`config.mk`:
```
export PLATFORM = sky130hd
export DESIGN_NAME = valve_demux_flat
export DESIGN_NICKNAME = d
export VERILOG_FILES = /design/src/rtl/valve_demux_if.sv /design/src/rtl/valve_demux.sv /design/src/flat_wrapper.sv
export SDC_FILE = /design/constraint.sdc
export NUM_CORES = 1
export LEC_CHECK = 0
export BUFFER_PORTS_ARGS = -buffer_cell sky130_fd_sc_hd__buf_4
export CELL_PAD_IN_SITES_DETAIL_PLACEMENT = 2
export CELL_PAD_IN_SITES_GLOBAL_PLACEMENT = 2
export CORE_MARGIN = 5
export CORE_UTILIZATION = 33
export CTS_CLUSTER_DIAMETER = 60
export CTS_CLUSTER_SIZE = 24
export DETAILED_ROUTE_END_ITERATION = 6
export PLACE_DENSITY = 0.89
export SYNTH_ARGS = -nofsm -noshare
export SYNTH_HDL_FRONTEND = slang
export SYNTH_SLANG_ARGS = --single-unit
```
`constraint.sdc`:
```
create_clock -name clk -period 3.4 [get_ports clk]
set_input_delay 0.34 -clock clk [delete_from_list [all_inputs] [get_ports clk]]
set_output_delay 0.34 -clock clk [all_outputs]
set_load 0.005 [all_outputs]
```
`src/rtl/valve_demux_if.sv`:
```
// ---------------------------------------------------------------------------
// valve_demux_if
// Command channel between the flow-control sequencer and the valve
// demultiplexer.
//   cmd_valid      : command present (sequencer -> demux)
//   cmd_ready      : demux can take a command (demux -> sequencer)
//   cmd_sel        : target channel index
//   cmd_level      : drive level for the target (0 closes everything)
//   cmd_mode       : 0 = latch, 1 = pulse
//   cmd_pulse_len  : pulse length in cycles, used in pulse mode only
// Modports: master = command source, slave = valve_demux.
// ---------------------------------------------------------------------------
interface valve_demux_if #(
    parameter int SEL_W   = 4,
    parameter int PULSE_W = 16
);
    logic               cmd_valid;
    logic               cmd_ready;
    logic [SEL_W-1:0]   cmd_sel;
    logic               cmd_level;
    logic               cmd_mode;
    logic [PULSE_W-1:0] cmd_pulse_len;

    modport master (
        output cmd_valid,
        output cmd_sel,
        output cmd_level,
        output cmd_mode,
        output cmd_pulse_len,
        input  cmd_ready
    );

    modport slave (
        input  cmd_valid,
        input  cmd_sel,
        input  cmd_level,
        input  cmd_mode,
        input  cmd_pulse_len,
        output cmd_ready
    );
endinterface

```
`src/rtl/valve_demux.sv`:
```
// ---------------------------------------------------------------------------
// valve_demux
// Registered 1-to-NUM_CH valve demultiplexer with break-before-make.
// Every accepted command with a valid select first forces all outputs low
// for DEAD_CYCLES cycles, then drives the selected channel either latched
// (until the next command or enable drop) or for a counted pulse.
// Ports:
//   clk, rst   : clock, synchronous active-high reset
//   enable     : global drive enable, low closes all valves and aborts
//   cmd        : command channel (valve_demux_if.slave)
//   out        : registered valve drive, one-hot or zero
//   active_ch  : index of the last channel applied
//   busy       : high while in dead time or pulse
//   err        : one-cycle flag for a rejected out-of-range select
// ---------------------------------------------------------------------------
module valve_demux #(
    parameter int NUM_CH      = 16,
    parameter int SEL_W       = 4,
    parameter int DEAD_CYCLES = 8,
    parameter int PULSE_W     = 16
) (
    input  logic              clk,
    input  logic              rst,
    input  logic              enable,
    valve_demux_if.slave      cmd,
    output logic [NUM_CH-1:0] out,
    output logic [SEL_W-1:0]  active_ch,
    output logic              busy,
    output logic              err
);

    // Counter only needs to hold DEAD_CYCLES-1.
    localparam int DEAD_W = (DEAD_CYCLES > 1) ? $clog2(DEAD_CYCLES) : 1;

    typedef enum logic [1:0] {
        ST_IDLE  = 2'd0,
        ST_DEAD  = 2'd1,
        ST_PULSE = 2'd2
    } state_t;

    state_t             state_r;
    logic [DEAD_W-1:0]  dead_cnt_r;
    logic [PULSE_W-1:0] pulse_cnt_r;
    logic [SEL_W-1:0]   sel_r;
    logic               level_r;
    logic               mode_r;
    logic [PULSE_W-1:0] len_r;

    logic               accept_s;
    logic               sel_ok_s;
    logic [NUM_CH-1:0]  onehot_s;
    logic [PULSE_W-1:0] pulse_load_s;

    // Ready is combinational so a rejected command costs only one cycle.
    always_comb begin
        cmd.cmd_ready = (state_r == ST_IDLE) && enable && !rst;
        accept_s      = cmd.cmd_valid && cmd.cmd_ready;
        sel_ok_s      = (32'(cmd.cmd_sel) < 32'(NUM_CH));
    end

    // Decode of the captured select into the drive pattern.
    always_comb begin
        onehot_s = {NUM_CH{1'b0}};
        for (int i = 0; i < NUM_CH; i++) begin
            if (sel_r == SEL_W'(i)) begin
                onehot_s[i] = level_r;
            end else begin
                onehot_s[i] = 1'b0;
            end
        end
    end

    // A zero length still yields a one-cycle pulse; the counter never wraps.
    always_comb begin
        if (len_r == {PULSE_W{1'b0}}) begin
            pulse_load_s = {PULSE_W{1'b0}};
        end else begin
            pulse_load_s = len_r - {{(PULSE_W-1){1'b0}}, 1'b1};
        end
    end

    // Control FSM with registered valve drive and status outputs.
    always_ff @(posedge clk) begin
        if (rst) begin
            state_r     <= ST_IDLE;
            out         <= {NUM_CH{1'b0}};
            active_ch   <= {SEL_W{1'b0}};
            busy        <= 1'b0;
            err         <= 1'b0;
            dead_cnt_r  <= {DEAD_W{1'b0}};
            pulse_cnt_r <= {PULSE_W{1'b0}};
            sel_r       <= {SEL_W{1'b0}};
            level_r     <= 1'b0;
            mode_r      <= 1'b0;
            len_r       <= {PULSE_W{1'b0}};
        end else if (!enable) begin
            // Abort: close everything and drop any in-flight command.
            state_r <= ST_IDLE;
            out     <= {NUM_CH{1'b0}};
            busy    <= 1'b0;
            err     <= 1'b0;
        end else begin
            err <= 1'b0;
            case (state_r)
                ST_IDLE: begin
                    if (accept_s && !sel_ok_s) begin
                        err <= 1'b1;
                    end else if (accept_s) begin
                        out        <= {NUM_CH{1'b0}};
                        sel_r      <= cmd.cmd_sel;
                        level_r    <= cmd.cmd_level;
                        mode_r     <= cmd.cmd_mode;
                        len_r      <= cmd.cmd_pulse_len;
                        dead_cnt_r <= DEAD_W'(DEAD_CYCLES - 1);
                        busy       <= 1'b1;
                        state_r    <= ST_DEAD;
                    end else begin
                        state_r <= ST_IDLE;
                    end
                end
                ST_DEAD: begin
                    if (dead_cnt_r != {DEAD_W{1'b0}}) begin
                        dead_cnt_r <= dead_cnt_r - {{(DEAD_W-1){1'b0}}, 1'b1};
                    end else begin
                        out       <= onehot_s;
                        active_ch <= sel_r;
                        if (mode_r) begin
                            pulse_cnt_r <= pulse_load_s;
                            state_r     <= ST_PULSE;
                        end else begin
                            busy    <= 1'b0;
                            state_r <= ST_IDLE;
                        end
                    end
                end
                ST_PULSE: begin
                    if (pulse_cnt_r != {PULSE_W{1'b0}}) begin
                        pulse_cnt_r <= pulse_cnt_r - {{(PULSE_W-1){1'b0}}, 1'b1};
                    end else begin
                        out     <= {NUM_CH{1'b0}};
                        busy    <= 1'b0;
                        state_r <= ST_IDLE;
                    end
                end
                default: begin
                    out     <= {NUM_CH{1'b0}};
                    busy    <= 1'b0;
                    state_r <= ST_IDLE;
                end
            endcase
        end
    end

endmodule
```
`src/flat_wrapper.sv`:
```
// flat-port wrapper written by rule: the top's interface ports become plain ports
module valve_demux_flat 
#(
    parameter int NUM_CH      = 16,
    parameter int SEL_W       = 4,
    parameter int DEAD_CYCLES = 8,
    parameter int PULSE_W     = 16
)
  (clk, rst, enable, out, active_ch, busy, err, cmd_cmd_valid, cmd_cmd_sel, cmd_cmd_level, cmd_cmd_mode, cmd_cmd_pulse_len, cmd_cmd_ready);
  valve_demux_if #(.SEL_W(SEL_W), .PULSE_W(PULSE_W)) cmd_i ();
  input  logic clk;
  input  logic rst;
  input  logic enable;
  output logic [NUM_CH-1:0] out;
  output logic [SEL_W-1:0] active_ch;
  output logic busy;
  output logic err;
  input wire logic [$bits(cmd_i.cmd_valid)-1:0] cmd_cmd_valid;
  input wire logic [$bits(cmd_i.cmd_sel)-1:0] cmd_cmd_sel;
  input wire logic [$bits(cmd_i.cmd_level)-1:0] cmd_cmd_level;
  input wire logic [$bits(cmd_i.cmd_mode)-1:0] cmd_cmd_mode;
  input wire logic [$bits(cmd_i.cmd_pulse_len)-1:0] cmd_cmd_pulse_len;
  output wire logic [$bits(cmd_i.cmd_ready)-1:0] cmd_cmd_ready;
  assign cmd_i.cmd_valid = cmd_cmd_valid;
  assign cmd_i.cmd_sel = cmd_cmd_sel;
  assign cmd_i.cmd_level = cmd_cmd_level;
  assign cmd_i.cmd_mode = cmd_cmd_mode;
  assign cmd_i.cmd_pulse_len = cmd_cmd_pulse_len;
  assign cmd_cmd_ready = cmd_i.cmd_ready;
  valve_demux #(.NUM_CH(NUM_CH), .SEL_W(SEL_W), .DEAD_CYCLES(DEAD_CYCLES), .PULSE_W(PULSE_W)) u_core (.clk(clk), .rst(rst), .enable(enable), .cmd(cmd_i), .out(out), .active_ch(active_ch), .busy(busy), .err(err));
endmodule
```
# [Yosys cells after proc, flatten, opt, wreduce, memory -nomap -nowiden]
# Cells that the tools add are included.
[word_totals] ff_bits=64 latchBits=0 ramBits=0 romBits=0 in_bits=26 out_inout_bits=23 elab_cells=96 mem_count=0
[classes] n_addsub=3 multipliers=0 div=0 magnitude_cmp=0 n_eq_ne=24 n_shift=0 mux=38 bitwise_logic=2 reduce_logical=19
[op_table] op="$mux 16" n=7
[op_table] op="$pmux 16 s3" n=1
[op_table] op="$eq 4x4->1 const B" n=8
[op_table] op="$pmux 16 s2" n=1
[op_table] op="$sub 16x1->16 const B" n=2
[op_table] op="$mux 1" n=21
[op_table] op="$eq 4x3->1 const B" n=4
[op_table] op="$logic_not 16->1" n=1
[op_table] op="$reduce_bool 16->1" n=1
[op_table] op="$reduce_and 3->1" n=3
[op_table] op="$eq 4x2->1 const B" n=2
[op_table] op="$ne 2x1->1 const B" n=4
[op_table] op="$reduce_and 4->1" n=2
[op_table] op="$mux 2" n=3
[op_table] op="$mux 3" n=2
[op_table] op="$ne 2x2->1 const B" n=3
[op_table] op="$pmux 2 s3" n=1
[op_table] op="$pmux 3 s2" n=1
[op_table] op="$reduce_and 5->1" n=1
[op_table] op="$eq 4x1->1 const B" n=1
[op_table] op="$logic_not 4->1" n=1
[op_table] op="$reduce_bool 2->1" n=2
[op_table] op="$logic_and 1x1->1" n=3
[op_table] op="$pmux 1 s3" n=1
[op_table] op="9 further kinds" n=10

# [Depth between registers and ports, before layout]
# Gate-level depths: netlist (run 1).
[depth] word_depth=6 ltp_mapped=10

# [Worst setup path after synthesis (run 1)]
# No wires, ideal clock.
[synth_timing] path_type="register to register" startpoint="register u_core.len_r[0]" endpoint="register u_core.pulse_cnt_r[6]" setup_time_ps=128 arrival_time_ps=2303 required_ps=3272 path_slack_ps=969 path_stages_with_launch=11 path_cell_list="dfxtp_1 -> inv_1 -> ha_1 -> or4b_1 -> buf_2 -> or3_4 -> o41ai_4 -> buf_6 -> o22ai_1 -> mux2i_1 -> nor2_1"
[synth_between] elab_chain_len=5
[synth_rtl] item="start: declaration" line="valve_demux.sv:47" text="logic [PULSE_W-1:0] len_r;"
[synth_rtl] item="start signal: assignment" line="valve_demux.sv:95" text="len_r <= {PULSE_W{1'b0}};"
[synth_rtl] item="start signal: assignment" line="valve_demux.sv:113" text="len_r <= cmd.cmd_pulse_len;"
[synth_rtl] item="$sub 16x1->16 / $logic_not 16->1 (equally long branches)" line="valve_demux.sv:78, valve_demux.sv:75"
[synth_rtl] item="$mux 16 (*)" line="valve_demux.sv:75" text="if (len_r == {PULSE_W{1'b0}}) begin"
[synth_rtl] item="$mux 16 (*)" line="valve_demux.sv:127" text="if (mode_r) begin"
[synth_rtl] item="$mux 16 (*)" line="valve_demux.sv:122" text="if (dead_cnt_r != {DEAD_W{1'b0}}) begin"
[synth_rtl] item="$pmux 16 s2 (*)" line="valve_demux.sv:104" text="case (state_r)"
[synth_rtl] item="end signal: assignment" line="valve_demux.sv:91" text="pulse_cnt_r <= {PULSE_W{1'b0}};"
[synth_rtl] item="end signal: assignment" line="valve_demux.sv:128" text="pulse_cnt_r <= pulse_load_s;"
[synth_rtl] item="end signal: assignment" line="valve_demux.sv:138" text="pulse_cnt_r <= pulse_cnt_r - {{(PULSE_W-1){1'b0}}, 1'b1};"
[synth_rtl] item="end: declaration" line="valve_demux.sv:43" text="logic [PULSE_W-1:0] pulse_cnt_r;"
# Mark *: on every way between the ends. The rest lies on a longest branch, timed or not. The select of a mux whose other input is x is not followed.
# A chain may end at the register's enable or synchronous reset.

# [Worst setup path after layout (run 1)]
[layout_timing] startpoint="register u_core.len_r[0]" endpoint="register u_core.pulse_cnt_r[4]"
# Same word-level chain as after synthesis.

==> impl_metrics.ini, run 1 <==
[detailed_routing]
finalWirelength_um = 10350
drc_errors = 0
via_per_inst = 5.320
vias = 3123
routedWlPerCell_um = 17.64
drtAntennaViolNets = 0
detail_route.first_pass.iterations = 4
initialDrtViolationCount = 111

[critical_path]
critPathLaunchType = flip-flop
setup.worst_path.start = u_core.len_r[0]
r2r_end = u_core.pulse_cnt_r[4]
cp.arrival_ns = 3.06
crit_path_end = u_core.pulse_cnt_r[4]
reg2reg_depth = 9
r2r-start = u_core.len_r[0]
critPathKind = flip-flop to flip-flop
required_ns = 3.61
cp-end-kind = flip-flop
critPathMaxFanout = 8
regToRegSetupSlack_ns = 0.56

[sta]
fmaxAchievable_ghz = 0.3515
final-hold-violation-count = 0
timing.final.max_slew_violations = 0
rsz0062_at_grt = false
tightest_slew_ns = 0.8404
fin_crit_ns = 2.845
fin_setup_tns_ns = 0
fin_ws_ns = 0.5553
maxSlewHeadroom = 0.4384
hold_slack_ns = 0.2411
min_period_over_period = 0.8367
finClkSkew_ns = 0.006611
setup_viol = 0

[cells_and_area]
final_area_um2 = 3889
antenna_cells = 0
drive_gt1_frac = 0.1894
final_core_util = 0.4034
area_delta_synth_final_pct = 20.93
final_nets = 481
final_cells = 587

[yosys]
yosys.area_share.simple = 0.2860
async_reset_ff_frac = 0
syn_avg_cell_area_um2 = 7.901
synth_cells = 407
synth_xor_xnor_area_share = 0.02996
yosys_warnings = 0
synth_top_family_by_area = simple AND/OR/NAND/NOR gates
synth_compound_area_frac = 0.1794
synth_ff_type = dfxtp_1
yosysTopAreaCellShare = 0.3984
ys_ff_latch = 64
yosys.area.top_type = dfxtp_1
synth.area.mux_share = 0.02802
synth_nets = 438
yosysSeqAreaShare = 0.3984
synth.area.top_cells = dfxtp_1 (40%), a21oi_1 (8.9%), nand2_1 (8.9%)
synth_edf_count = 0
synth-adder-area-share = 0.01946
synth_cell_types = 50
synth_area_um2 = 3216

[floorplan]
fp.coreArea_um2 = 9639
rows = 36
die-area_um2 = 11820
fp.dieH_um = 108.7
die_x_um = 108.7
start_util = 0.3336
ioPinCount = 49

[pwr]
p_total_mw = 1.749
power.density_nw_per_um2 = 449.8
ir_worst_vdd_uv = 201.7
p_leak_nw = 1.478

[clock_network]
clockBufferDepth = 2
path_clk_slew_ns = 0.07
cts_max_level = 3
cts-resized-gates = 0
cts_tree = done
root_buffer = clkbuf_8
clk_latency_ns = 0.35
clock-sinks = 64
cts-buffers-inserted = 9
cts_setup_buffers = 0
ctsHoldBuffers = 0

[global_routing]
gr-usage-all-layers = 0.1861
grt_pass1_wl_um = 17420
grt_max_degree = 47
grt_pass1_vias = 3459
antenna_found_initial = 0
grt-ovfl-total = 0

[job]
maxCapViolCount = 0

[worst_hold_path]
holdCritPathClass = input port to flip-flop

[placed_design]
preCtsSetupSlack_ns = 0.6008
gp_congestion = 0.7647
portBuffers = 47
dp.final_hpwl_um = 7270
post_dp_cell_area_um2 = 3669
place_inst = 572

[run_status]
status = completed
==> where the power goes <==
group / leakage [nW] / switching [mW] / internal [mW]
registers: 0.517 / 0.0143 / 0.760
logic: 0.849 / 0.116 / 0.100
clock network: 0.112 / 0.310 / 0.449
==> logic make-up after synthesis <==
| family | count (synthesis) |
|---|---|
| simple gates | 184 |
| compound gates | 98 |
| flops | 64 |
| buf+inv | 35 |
| xor+xnor | 11 |
| mux | 9 |
| fa+ha+maj | 5 |
| other cells | 1 |
==> layer usage <==
layer,routed length (um),global-route usage,part of all wire,up-vias
met3,304,0.03612,0.029,9
met4,172,0.06312,0.017,0
met1,4542,0.2188,0.44,1554
met5,0,0,0,-
met2,5333,0.3367,0.52,51
li1,-,-,-,1509
==> area by class of cell <==
class	count	area, um^2
inverter	12	45.04
timing repair buffer	55	412.9
fill	1143	5751
multi-input combinational	308	1763
clock buffer	12	155.1
tap	133	166.4
clock inverter	3	65.06
sequential	64	1281
==> sequential cells by signal (all words and copies together) (netlist names) <==
register,flops
u_core.active_ch,4
u_core.busy,1
u_core.dead_cnt_r,3
u_core.len_r,16
u_core.level_r,1
u_core.mode_r,1
u_core.out,16
u_core.pulse_cnt_r,16
u_core.sel_r,4
u_core.state_r,2
==> how the worst min path moves through the flow <==
stage | from | endpoint | cells after the start
2_1_floorplan | u_core.dead_cnt_r[0] | u_core.dead_cnt_r[0] | 1
5_1_grt | cmd_cmd_pulse_len[11] | u_core.len_r[11] | 3
6_report | cmd_cmd_pulse_len[11] | u_core.len_r[11] | 3
4_1_cts | cmd_cmd_pulse_len[11] | u_core.len_r[11] | 3
3_3_place_gp | u_core.out[15] | u_core.out[15] | 2
3_5_place_dp | u_core.out[4] | u_core.out[4] | 2
==> cell usage after synthesis, types with 9 or more instances <==
cell type  count
clkbuf_1      16
mux2i_1        9
a21oi_1       57
nor3_1        12
xnor2_1        9
or3_1         16
dfxtp_1       64
inv_1         12
nor2_1        35
o21ai_0       14
o22ai_1       11
nand2_1       76
==> cells in the final DEF, fill, tap and decap left out, types with 2 or more instances in the layout <==
| cell type | synthesis | layout |
|---|---|---|
| o21ai_0 | 14 | 14 |
| or4_1 | 6 | 6 |
| a211oi_1 | 3 | 3 |
| dfxtp_1 | 64 | 64 |
| xor2_1 | 2 | 2 |
| xnor2_1 | 9 | 9 |
| o22ai_1 | 11 | 11 |
| or2_2 | 2 | 2 |
| bufinv_16 | 0 | 2 |
| nand2_1 | 76 | 76 |
| mux2i_1 | 9 | 9 |
| or4_4 | 2 | 2 |
| clkbuf_8 | 1 | 11 |
| buf_4 | 1 | 55 |
| ha_1 | 5 | 5 |
| nor4_1 | 7 | 7 |
| nand3_1 | 4 | 4 |
| a31oi_1 | 2 | 2 |
| or3_1 | 16 | 16 |
| nor2_1 | 35 | 35 |
| nor2b_1 | 4 | 4 |
| inv_1 | 12 | 12 |
| a21oi_1 | 57 | 57 |
| nor3_1 | 12 | 12 |
| o32a_2 | 3 | 3 |
| nand2b_1 | 6 | 6 |
| o21bai_1 | 2 | 2 |
==> worst max-delay path: stages, from the launching register on <==
cell,delay [ns]
dfxtp_1,0.35
inv_1,0.07
ha_1,0.19
or4b_1,0.57
or3_4,0.45
o41ai_4,0.50
buf_4,0.25
a21oi_1,0.07
o21bai_1,0.18
a21oi_1,0.08
Note: power is estimated with default switching activity, not from simulation.
==> run 2, diff against run 1 <==
--- a/config.mk
+++ b/config.mk
@@ -5,15 +5,16 @@
 export SDC_FILE = /design/constraint.sdc
 export NUM_CORES = 1
 export LEC_CHECK = 0
+export ABC_AREA = 1
 export BUFFER_PORTS_ARGS = -buffer_cell sky130_fd_sc_hd__buf_4
 export CELL_PAD_IN_SITES_DETAIL_PLACEMENT = 2
 export CELL_PAD_IN_SITES_GLOBAL_PLACEMENT = 2
 export CORE_MARGIN = 5
-export CORE_UTILIZATION = 33
+export CORE_UTILIZATION = 31
 export CTS_CLUSTER_DIAMETER = 60
 export CTS_CLUSTER_SIZE = 24
 export DETAILED_ROUTE_END_ITERATION = 6
-export PLACE_DENSITY = 0.89
+export PLACE_DENSITY = 0.9
 export SYNTH_ARGS = -nofsm -noshare
 export SYNTH_HDL_FRONTEND = slang
 export SYNTH_SLANG_ARGS = --single-unit
==> constraint.sdc (replaced) <==
create_clock -name clk -period 2.7 [get_ports clk]
set_input_delay 0.27 -clock clk [delete_from_list [all_inputs] [get_ports clk]]
set_output_delay 0.27 -clock clk [all_outputs]
set_load 0.005 [all_outputs]
==> run 2 against run 1 <==
Total power rose by 45%. Global-route usage rose by 5.0 points. Die area rose by 13%. Core utilization fell by 1.9 points. Design area rose by 7.6%. Sequential power rose by 28%.
==> impl_metrics.ini, run 2 <==
[run_status]
status = completed

[yosys]
async_reset_ff_frac = 0
synth_area_um2 = 3458
synth.area.top_cells = dfxtp_1 (37%), nand2_1 (12%), nor2_1 (10%)
synthTopCellsByCount = nand2_1 (109), nor2_1 (96), dfxtp_1 (64)
synth_most_common_cell = nand2_1
synth_nets = 566
yosys_warnings = 0
synth_edf_count = 0
yosysSeqAreaShare = 0.3705
yosysTopAreaCellShare = 0.3705
yosys.area.top_type = dfxtp_1
synth_ff_type = dfxtp_1
syn_avg_cell_area_um2 = 6.464
synth_cell_types = 27
ys_ff_latch = 64
synth_cells = 535

[sta]
fin_setup_tns_ns = 0
fin_crit_ns = 2.167
min_period_over_period = 0.8027
finClkSkew_ns = 0.008695
hold_slack_ns = 0.1597
tightest_slew_ns = 0.7869
setup_viol = 0
fin_ws_ns = 0.5328
rsz0062_at_grt = false
fmaxAchievable_ghz = 0.4614
final-hold-violation-count = 0
maxSlewHeadroom = 0.4754
timing.final.max_slew_violations = 0

[floorplan]
rows = 38
fp.coreArea_um2 = 10890
die_x_um = 115.6
die-area_um2 = 13370
ioPinCount = 49
fp.dieH_um = 115.6
start_util = 0.3176

[detailed_routing]
via_per_inst = 5.276
drtAntennaViolNets = 0
detail_route.first_pass.iterations = 4
drc_errors = 0
finalWirelength_um = 14930
initialDrtViolationCount = 121
vias = 3825
routedWlPerCell_um = 20.59

[pwr]
power.density_nw_per_um2 = 605.1
p_total_mw = 2.532
p_leak_nw = 1.983
ir_worst_vdd_uv = 379.8

[cells_and_area]
final_common_cell = nand2_1
seqCellArea_um2 = 1281
final_cell_mix = nand2_1 (109), nor2_1 (96), dfxtp_1 (64)
final_nets = 611
largestRegisters = u_core.len_r (16), u_core.out (16), u_core.pulse_cnt_r (16)
drive_gt1_frac = 0.1487
final_cells = 725
area_delta_synth_final_pct = 20.98
nFillCells = 1285
antenna_cells = 0
multiInputGateArea_um2 = 1838

[clock_network]
clk_latency_ns = 0.36
ctsHoldBuffers = 0
cts_tree = done
clockBufferDepth = 2
cts-resized-gates = 0
cts_max_level = 3
clock-sinks = 64
path_clk_slew_ns = 0.08
root_buffer = clkbuf_8
cts_setup_buffers = 0
cts-buffers-inserted = 9

[worst_hold_path]
min_from = rst
holdCritPathClass = input port to flip-flop

[global_routing]
grt_max_degree = 43
grt-ovfl-total = 0
grt_pass1_wl_um = 24230
grt_pass1_vias = 4474
antenna_found_initial = 0
gr-usage-all-layers = 0.2361

[placed_design]
place_inst = 709
portBuffers = 47
gp_congestion = 0.7966
dp.final_hpwl_um = 9436
preCtsSetupSlack_ns = 0.6502

[critical_path]
cp.arrival_ns = 2.42
critPathKind = flip-flop to flip-flop
r2r-start = u_core.dead_cnt_r[0]
cp-end-kind = flip-flop
critPathMaxFanout = 14
path_cells = inv_1, ha_1, nand2_1, inv_1, nor2_4, inv_1, nand2_1, a21oi_2, nand2_1, nor2_1, nor2_1
setup.worst_path.start = u_core.dead_cnt_r[0]
slowest_delay_ns = 0.63
critPathLaunchType = flip-flop
cpMaxStageDelayCell = a21oi_2
required_ns = 2.96

[job]
maxCapViolCount = 0
-- run 2: cell types whose count changed in the layout (fill, tap and decap cells not counted), moves of 9 or more --
cell and change:
inv_1 +48, nor2_1 +61, o22ai_1 -11, o21ai_0 +35, nand2_1 +33, mux2i_1 -9, or3_1 -16, nand3_1 +32
-- run 2: stage by stage --
stage	instance area, um^2	utilization
floorplan	3458	-
global placement	3915	0.3596
detailed placement	3915	0.3596
CTS	4184	0.3843
global route	4184	0.3843
finish	4184	0.3843
-- run 2: layout make-up --
| type | count | share of cell area |
|---|---|---|
| clock buffer | 11 | 0.03379 |
| clock inverter | 5 | 0.03050 |
| inverter | 66 | 0.06041 |
| multi-input combinational | 390 | 0.4393 |
| sequential | 64 | 0.3062 |
| tap | 140 | 0.04187 |
| timing repair buffer | 49 | 0.08792 |
-- run 2: metal layers --
layer,wire length [um],track usage
met5,0,0
met4,433,0.09667
met3,514,0.03812
met2,7681,0.4321
met1,6299,0.2729
-- run 2: critical path, delay by kind of cell, from the launching register on --
family / cells / cell delay (ns)
compound gates: 1 / 0.63
simple gates: 6 / 0.67
buf+inv: 3 / 0.30
flops: 1 / 0.30
fa+ha+maj: 1 / 0.17
-- run 2: worst paths after layout --
path,endpoint,slack (ns),cells after the start
setup / recovery,u_core.pulse_cnt_r[9],0.53,11
setup reg to reg,u_core.pulse_cnt_r[9],0.53,11
hold reg to reg,u_core.out[9],0.48,2
hold / removal,u_core.len_r[4],0.16,2
-- run 2: cells by family after synthesis --
| group | after synthesis | share of synthesized area |
|---|---|---|
| AO/OA/AOI/OAI | 106 | 0.1563 |
| XOR/XNOR | 9 | 0.02279 |
| adder cells (fa/ha/maj) | 5 | 0.01809 |
| buffers and inverters | 81 | 0.09804 |
| flip-flops | 64 | 0.3705 |
| other | 1 | 0.001084 |
| AND/OR/NAND/NOR | 269 | 0.3332 |
-- run 2: power breakdown --
part	internal, mW	switching (mW)
Combinational	0.118	0.259
Clock	0.733	0.430
Sequential	0.967	0.0245
==> run 3, diff against run 2 <==
==> constraint.sdc (replaced) <==
create_clock -name clk -period 2.09 [get_ports clk]
set_input_delay 0.209 -clock clk [delete_from_list [all_inputs] [get_ports clk]]
set_output_delay 0.209 -clock clk [all_outputs]
set_load 0.005 [all_outputs]
==> run 3 against run 2 <==
Clock power shrank 14%. Non-clock buffer count grew 5. Via count shrank 2.6%. Critical path type unchanged. Largest cell class unchanged. Highest routed layer unchanged.
==> impl_metrics.ini, run 3 (same netlist as run 2, synthesis figures left out) <==
[run_status]
status = completed

[detailed_routing]
vias = 3727
drtAntennaViolNets = 0
drc_errors = 0
initialDrtViolationCount = 112
routedWlPerCell_um = 18.43
via_per_inst = 5.105
detail_route.first_pass.iterations = 4
finalWirelength_um = 13450

[sta]
fin_setup_tns_ns = 0
rsz0062_at_grt = false
setup_viol = 0
final-hold-violation-count = 0
fin_crit_ns = 1.805
tightest_slew_ns = 0.5043
min_period_over_period = 0.8635
hold_slack_ns = 0.1074
finClkSkew_ns = 0.01497
timing.final.max_slew_violations = 0
maxSlewHeadroom = 0.6612
fmaxAchievable_ghz = 0.5541

[worst_hold_path]
hold_path_end = u_core.len_r[6]
holdCritPathClass = input port to flip-flop
min_from = rst
holdPathStages = 2

[cells_and_area]
nFillCells = 1333
final_nets = 616
drive_gt1_frac = 0.1576
final_cells = 730
area_delta_synth_final_pct = 19.28
antenna_cells = 0
final_cell_mix = nand2_1 (109), nor2_1 (96), dfxtp_1 (64)
final_common_cell = nand2_1
largestRegisters = u_core.len_r (16), u_core.out (16), u_core.pulse_cnt_r (16)

[job]
maxCapViolCount = 0

[global_routing]
grt-ovfl-total = 0
grt_max_degree = 28
antenna_found_initial = 0
grt_pass1_wl_um = 22180
grt_pass1_vias = 4190
gr-usage-all-layers = 0.2136

[placed_design]
dp.final_hpwl_um = 10050
place_inst = 714
gp_congestion = 0.8622
portBuffers = 47

[floorplan]
fp.dieH_um = 115.6
die-area_um2 = 13370
start_util = 0.3176
fp.coreArea_um2 = 10890
rows = 38
die_x_um = 115.6
ioPinCount = 49

[clock_network]
clock-sinks = 64
clockBufferDepth = 2
cts_max_level = 3
cts_tree = done
cts-buffers-inserted = 9
ctsHoldBuffers = 0
cts-resized-gates = 0
cts_setup_buffers = 0
clk_latency_ns = 0.37
root_buffer = clkbuf_8
path_clk_slew_ns = 0.08

[critical_path]
critPathKind = flip-flop to flip-flop
required_ns = 2.36
regToRegSetupSlack_ns = 0.29
r2r-start = u_core.pulse_cnt_r[0]
critPathLaunchType = flip-flop
cp.arrival_ns = 2.07
critPathMaxFanout = 5
cp-end-kind = flip-flop
r2r_end = u_core.pulse_cnt_r[6]
reg2reg_depth = 11

[pwr]
ir_worst_vdd_uv = 492.1
p_leak_nw = 1.964
power.density_nw_per_um2 = 668.8
-- run 3: cell count changes in the layout (fill, tap and decap cells not counted) --
cell,delta
buf_4,+5
bufinv_16,-4
clkinv_2,+4
clkbuf_1,-1
clkinvlp_4,+1
-- run 3: metrics by stage --
step                instance area (um^2)  setup WS [ns]    util  power (mW)
floorplan                           3458         0.5828       -       1.589
global placement                    3953         0.4176  0.3630       1.733
detailed placement                  3953         0.2963  0.3630       1.769
CTS                                 4125         0.2569  0.3789       2.776
global route                        4125        0.07127  0.3789       2.900
finish                              4125         0.2853  0.3789       2.759
-- run 3: how the worst max path moves through the flow --
stage	startpoint	endpoint	slack, ns	cells after the start
3_5_place_dp	u_core.pulse_cnt_r[0]	u_core.pulse_cnt_r[6]	0.30	11
3_3_place_gp	u_core.dead_cnt_r[0]	u_core.pulse_cnt_r[10]	0.42	12
5_1_grt	u_core.pulse_cnt_r[0]	u_core.pulse_cnt_r[6]	0.07	11
2_1_floorplan	u_core.dead_cnt_r[0]	u_core.pulse_cnt_r[12]	0.58	13
6_report	u_core.pulse_cnt_r[0]	u_core.pulse_cnt_r[6]	0.29	11
4_1_cts	u_core.pulse_cnt_r[0]	u_core.pulse_cnt_r[6]	0.26	11
-- run 3: final cells by class --
cell class,instances,area (um^2),area share
clock buffer,10,137.6,0.03336
clock inverter,6,35.03,0.008493
inverter,66,252.7,0.06127
multi-input combinational,390,1838,0.4456
sequential,64,1281,0.3106
tap,140,175.2,0.04246
timing repair buffer,54,405.4,0.09827
-- run 3: per-layer routing --
layer,track usage,wire length [um]
met5,0,0
met1,0.2787,6188
met2,0.3515,6516
met4,0.07811,289
met3,0.04230,460
-- run 3: power by group --
| group | total [mW] | switching, mW | leakage [nW] | internal, mW |
|---|---|---|---|---|
| Sequential | 1.28 | 0.0308 | 0.519 | 1.25 |
| Clock | 1.00 | 0.549 | 0.0878 | 0.454 |
| Combinational | 0.476 | 0.320 | 1.36 | 0.156 |
-- run 3: critical path, cell delays in order (launching register included) --
cell     delay, ns
dfxtp_1       0.33
inv_1         0.14
ha_1          0.22
nand2_1       0.12
inv_1         0.18
nand2_1       0.16
nand2_1       0.10
inv_1         0.04
o21ai_0       0.15
nand2_1       0.08
nor2_1        0.11
nor2_1        0.06
